### src/rtl/poly_frommsg_expand_pkg.sv
// -----------------------------------------------------------------------------
// poly_frommsg_expand_pkg
//   Shared Kyber parameters and FSM state encoding for the message expander.
//   Contents:
//     KYBER_N       polynomial length (multiple of 8)
//     KYBER_Q       modulus
//     KYBER_HALF_Q  (KYBER_Q+1)/2, the value a set message bit maps to
//     COEFF_W       coefficient width
//     state_t       IDLE / FETCH / EMIT / DONE, 2-bit encoding
// -----------------------------------------------------------------------------
package poly_frommsg_expand_pkg;

   localparam int KYBER_N      = 256;
   localparam int KYBER_Q      = 3329;
   localparam int KYBER_HALF_Q = (KYBER_Q + 1) / 2;
   localparam int COEFF_W      = 12;

   typedef enum logic [1:0] {
      ST_IDLE  = 2'd0,
      ST_FETCH = 2'd1,
      ST_EMIT  = 2'd2,
      ST_DONE  = 2'd3
   } state_t;

   // Rounded half of the modulus; kept as a function so the masked variant
   // can derive the same constant from its own parameterisation.
   function automatic int half_q(input int q);
      return (q + 1) / 2;
   endfunction

endpackage

### src/rtl/poly_frommsg_bit2coeff.sv
// -----------------------------------------------------------------------------
// poly_frommsg_bit2coeff
//   Combinational mapping of one message bit to one polynomial coefficient:
//   bit=1 -> (KYBER_Q+1)/2, bit=0 -> 0. The result is always below KYBER_Q.
//   Ports:
//     bit_val  in   1        message bit
//     coeff    out  o_Width  expanded coefficient
// -----------------------------------------------------------------------------
module poly_frommsg_bit2coeff
   import poly_frommsg_expand_pkg::*;
#(
   parameter int KYBER_Q = poly_frommsg_expand_pkg::KYBER_Q,
   parameter int o_Width = poly_frommsg_expand_pkg::COEFF_W
) (
   input  logic               bit_val,
   output logic [o_Width-1:0] coeff
);

   localparam logic [o_Width-1:0] HALF_Q = o_Width'(half_q(KYBER_Q));

   assign coeff = bit_val ? HALF_Q : '0;

endmodule

### src/rtl/poly_frommsg_expand.sv
// -----------------------------------------------------------------------------
// poly_frommsg_expand
//   Expands a 32-byte Kyber message into the 256-coefficient polynomial used in
//   encryption. Bytes arrive over a valid/ready input; each byte is emitted LSB
//   first as eight coefficients over a valid/ready output.
//   Ports:
//     iClk         in   1        clock, rising edge
//     iRstN        in   1        asynchronous active-low reset
//     iStart       in   1        start pulse, honoured only in IDLE
//     iMsgByte     in   8        message byte (bit 0 -> lowest index)
//     iMsgValid    in   1        iMsgByte valid
//     oMsgReady    out  1        high only in FETCH
//     oPolyCoeffs  out  o_Width  expanded coefficient
//     oCoeffIdx    out  8        index of oPolyCoeffs
//     oCoeffValid  out  1        coefficient valid
//     iCoeffReady  in   1        downstream ready
//     oBusy        out  1        high in every state except IDLE
//     oDone        out  1        one-cycle pulse after the last transfer
// -----------------------------------------------------------------------------
module poly_frommsg_expand
   import poly_frommsg_expand_pkg::*;
#(
   parameter int KYBER_N = poly_frommsg_expand_pkg::KYBER_N,
   parameter int KYBER_Q = poly_frommsg_expand_pkg::KYBER_Q,
   parameter int o_Width = poly_frommsg_expand_pkg::COEFF_W
) (
   input  logic               iClk,
   input  logic               iRstN,
   input  logic               iStart,
   input  logic [7:0]         iMsgByte,
   input  logic               iMsgValid,
   output logic               oMsgReady,
   output logic [o_Width-1:0] oPolyCoeffs,
   output logic [7:0]         oCoeffIdx,
   output logic               oCoeffValid,
   input  logic               iCoeffReady,
   output logic               oBusy,
   output logic               oDone
);

   localparam logic [7:0] LAST_IDX = 8'(KYBER_N - 1);

   state_t             state;
   logic [7:0]         byte_reg;
   logic [2:0]         bitcnt;
   logic [7:0]         coef_cnt;

   logic               next_bit;
   logic [o_Width-1:0] next_coeff;
   logic               coeff_xfer;
   logic               last_bit;

   // The output coefficient is registered, so it is computed one step ahead:
   // from the incoming byte when leaving FETCH, otherwise from the next bit
   // of the held byte.
   always_comb begin
      // NOTE: assign a default first so no path through this block can leave
      // next_bit unassigned and infer a latch.
      next_bit = 1'b0;
      if (state == ST_FETCH) begin
         next_bit = iMsgByte[0];
      end else begin
         next_bit = byte_reg[bitcnt + 3'd1];
      end
   end

   poly_frommsg_bit2coeff #(
      .KYBER_Q (KYBER_Q),
      .o_Width (o_Width)
   ) u_bit2coeff (
      .bit_val (next_bit),
      .coeff   (next_coeff)
   );

   assign coeff_xfer = oCoeffValid && iCoeffReady;
   assign last_bit   = (bitcnt == 3'd7);

   // NOTE: sequential state uses non-blocking assignments only, so every
   // register samples pre-edge values regardless of statement order.
   // NOTE: all registers here, byte_reg included, are small flops rather than a
   // memory, so each one gets an asynchronous reset value.
   always_ff @(posedge iClk or negedge iRstN) begin
      if (!iRstN) begin
         state       <= ST_IDLE;
         byte_reg    <= '0;
         bitcnt      <= '0;
         coef_cnt    <= '0;
         oMsgReady   <= 1'b0;
         oPolyCoeffs <= '0;
         oCoeffIdx   <= '0;
         oCoeffValid <= 1'b0;
         oBusy       <= 1'b0;
         oDone       <= 1'b0;
      end else begin
         case (state)
            ST_IDLE: begin
               if (iStart) begin
                  state     <= ST_FETCH;
                  coef_cnt  <= '0;
                  bitcnt    <= '0;
                  oMsgReady <= 1'b1;
                  oBusy     <= 1'b1;
               end
            end

            // oMsgReady is a register that is high exactly in this state, so
            // iMsgValid alone qualifies the handshake here.
            ST_FETCH: begin
               if (iMsgValid) begin
                  state       <= ST_EMIT;
                  byte_reg    <= iMsgByte;
                  bitcnt      <= '0;
                  oMsgReady   <= 1'b0;
                  oCoeffValid <= 1'b1;
                  oPolyCoeffs <= next_coeff;
                  oCoeffIdx   <= coef_cnt;
               end
            end

            // Without a transfer nothing changes, which gives the stall hold.
            ST_EMIT: begin
               if (coeff_xfer) begin
                  bitcnt   <= bitcnt + 3'd1;
                  // On the final transfer this wraps to 0, ready for the next
                  // pass; it is cleared again on start regardless.
                  coef_cnt <= coef_cnt + 8'd1;
                  if (last_bit) begin
                     oCoeffValid <= 1'b0;
                     oPolyCoeffs <= '0;
                     oCoeffIdx   <= '0;
                     if (coef_cnt == LAST_IDX) begin
                        state <= ST_DONE;
                        oDone <= 1'b1;
                     end else begin
                        state     <= ST_FETCH;
                        oMsgReady <= 1'b1;
                     end
                  end else begin
                     oPolyCoeffs <= next_coeff;
                     oCoeffIdx   <= coef_cnt + 8'd1;
                  end
               end
            end

            ST_DONE: begin
               state <= ST_IDLE;
               oDone <= 1'b0;
               oBusy <= 1'b0;
            end

            default: begin
               state       <= ST_IDLE;
               oMsgReady   <= 1'b0;
               oCoeffValid <= 1'b0;
               oBusy       <= 1'b0;
               oDone       <= 1'b0;
            end
         endcase
      end
   end

endmodule

### config.mk
export PLATFORM = sky130hd
export DESIGN_NAME = poly_frommsg_expand
export DESIGN_NICKNAME = d
export VERILOG_FILES = /design/src/rtl/poly_frommsg_expand_pkg.sv /design/src/rtl/poly_frommsg_bit2coeff.sv /design/src/rtl/poly_frommsg_expand.sv
export SDC_FILE = /design/constraint.sdc
export NUM_CORES = 1
export LEC_CHECK = 0
export BUFFER_PORTS_ARGS = -buffer_cell sky130_fd_sc_hd__buf_4
export CAP_MARGIN = 20
export CORE_MARGIN = 2
export CORE_UTILIZATION = 43
export DETAILED_ROUTE_END_ITERATION = 7
export PLACE_DENSITY = 0.68
export SYNTH_ARGS = -nofsm -noshare
export SYNTH_HDL_FRONTEND = slang
export SYNTH_SLANG_ARGS = --single-unit
### constraint.sdc
create_clock -name iClk -period 1.9 [get_ports iClk]
set_clock_uncertainty 0.1 [all_clocks]
set_input_delay 0.095 -clock iClk [delete_from_list [all_inputs] [get_ports iClk]]
set_output_delay 0.095 -clock iClk [all_outputs]
set_load 0.1 [all_outputs]
==> impl_metrics.json <==
{
  "cp.required_ps": 2000,
  "drt-pass1-iter-count": 4,
  "crit_family": "simple AND/OR/NAND/NOR gates",
  "yosysTopAreaCell": "dfrtp_1",
  "wl_per_cell_um": 13.2,
  "track_usage": 0.169,
  "core_area_um2": 4000,
  "slowest_stage": "dfrtp_2",
  "start_kind": "flip-flop",
  "synthesis.area_um2": 1800,
  "synth_top_cells_by_count": "34 x dfrtp_1, 18 x o21ai_0, 17 x a21oi_1",
  "peakVddDrop_v": 0.000943,
  "cts.path.max_buffers": 2,
  "hold_viol": 0,
  "antenna_found_initial": 0,
  "avgSynthCellArea_um2": 9.77,
  "synth-seq-cells": 34,
  "vias_per_cell": 5.38,
  "final_util": 0.575,
  "path_buf_inv": 0,
  "dpl.hpwl_um": 2500,
  "net-switching-power_mw": 2.12,
  "cts.clk_slew.worst_paths_ps": 70,
  "outcome": "complete, no violations",
  "port_buffers": 28,
  "core.rowCount": 23,
  "drt_wl_total_um": 3630,
  "insertion_delay_ps": 280,
  "max_stage_delay_ps": 430,
  "synth.most_common_cell": "dfrtp_1",
  "synth_top_area_frac": 0.473,
  "p_seq_frac": 0.287,
  "post-place-ws_ps": -7.15,
  "antenna_cells": 0,
  "synth_ff_type": "dfrtp_1",
  "cp_max_fo": 7,
  "p_leak_nw": 1.01,
  "p_comb_frac": 0.556,
  "final.setup.worst_slack_ps": 57.1,
  "place_area_um2": 2040,
  "grt_overflow": 0,
  "swShare": 0.515,
  "cts_made_buffers": 5,
  "synth_cells": 184,
  "finalSetupViolCount": 0,
  "drive_gt1_frac": 0.280,
  "cts.sinks": 34,
  "final_cells": 275,
  "area_growth_pct": 28.0,
  "die_area_um2": 4710,
  "gp_congestion": 0.808,
  "ys_top_cells_by_area": "dfrtp_1 47%, o21ai_0 5.0%, buf_4 5.0%, mux2_2 5.0%, a21oi_1 4.7%",
  "vias": 1479,
  "crit_top_cell": "ha_4",
  "synth_edf_count": 0,
  "cts_tree": "yes",
  "nFillCells": 359,
  "cp.arrival_ps": 1950,
  "die_x_um": 68.7,
  "synth_cell_type_count": 39,
  "critPathKind": "flip-flop to flip-flop",
  "multi_input_comb_area_um2": 867,
  "io-pin-count": 37,
  "nets": 240,
  "power_density_nw_per_um2": 1790,
  "cp_cell_sequence": "ha_4 > ha_4 > or3b_4 > or3_1 > a31oi_1",
  "setup-tns-final_ps": 0,
  "grt_pass1_vias": 1324,
  "drtIter0Drc": 59,
  "start_util": 0.449,
  "rsz0062_at_grt": "true",
  "ys_seq_area_frac": 0.473,
  "cp-end-kind": "flip-flop",
  "yosys_warnings": 0,
  "grt_max_degree": 35,
  "postRouteAntennaNets": 0,
  "holdWs_ps": 91.4,
  "grt_pass1_wl_um": 6020,
  "p_int_mw": 2.00,
  "slew_violations": 0,
  "fin_crit_ps": 1840,
  "cap_violations": 0,
  "fmax_ghz": 0.543,
  "power.total_mw": 4.11,
  "htreeDepth": 2,
  "dpl.cell_count": 255,
  "final_area_um2": 2300,
  "finalCritPeriodShare": 0.970,
  "fp.dieH_um": 68.7,
  "pwr-share-clk": 0.157,
  "cts-root-buf": "clkbuf_8",
  "regArea_um2": 853,
  "post-route-drc-count": 0,
  "async_flop_share": 1.00,
  "holdCritPathClass": "input pin to flip-flop"
}
power groups by stage:
stage          clock, mW  combinational, mW  sequential, mW
6_report           0.647               2.29            1.18
5_1_grt            0.694               2.41            1.22
4_1_cts            0.660               2.27            1.18
3_5_place_dp           0               2.24            1.19
3_3_place_gp           0               2.23            1.18
2_1_floorplan          0              0.927            2.07
placed cells by master, fill, tap and decap left out, drive strengths merged, types with 3 or more instances in the layout:
cell type,instances
nor3b,3
o31ai,6
dlygate4sd3,10
dfrtp,34
o21ai,18
nand2,8
and3,3
a31oi,6
buf,39
or3,3
a21oi,17
nand3,6
nand2b,3
mux2,8
conb,8
clkbuf,5
nor2,16
ha,3
final timing paths:
check / start / end / slack (ps) / cells past startpoint
min: iCoeffReady / state[1] / 90 / 4
min in group asynchronous: iRstN / oDone / 200 / 2
max: bitcnt[0] / oCoeffIdx[6] / 60 / 5
min reg2reg: byte_reg[2] / byte_reg[2] / 410 / 1
max reg2reg: bitcnt[0] / oCoeffIdx[6] / 60 / 5
max in group asynchronous: iRstN / bitcnt[0] / 1180 / 2
layer usage:
metal  vias up  part of all wire  wire [um]  track usage
li1        735                 -          -            -
met1       702              0.49       1780        0.239
met2        36              0.46       1670        0.257
met3         6             0.040        145       0.0390
met4         0            0.0096         35       0.0525
met5         -                 0          0            0
worst reg2reg max path, stage by stage (launching register included):
cell     delay, ps
dfrtp_2        430
ha_4           170
ha_4           150
or3b_4         430
or3_1          320
a31oi_1        170
kinds of logic (layout without fill, tap and decap cells):
logic type / Yosys count / after routing / synth area share
adders and majority gates: 3 / 3 / 0.0209
other: 1 / 8 / 0.00209
and+or+nand+nor: 54 / 54 / 0.158
buffers and inverters: 24 / 58 / 0.0793
DFF: 34 / 34 / 0.473
AOI/OAI and AO/OA: 57 / 57 / 0.193
muxes: 11 / 11 / 0.0738
final cells by class:
cell class | count | share of cell area
clock buffers | 5 | 0.0299
inverters | 1 | 0.00163
multi-input cells | 133 | 0.377
repair buffers | 49 | 0.176
clock inverters | 3 | 0.0174
well taps | 50 | 0.0272
flip-flops and latches | 34 | 0.371
repair_timing:
action | 4_1_cts | 5_1_grt
hold buffers | 10 | 0
pin swaps | 0 | 3
endpoints found under the hold margin | 44 | 0
setup buffers | 0 | 2
endpoints found under the setup margin | 3 | 15
resized for setup | 1 | 5
(Power assumes the default switching activity.)
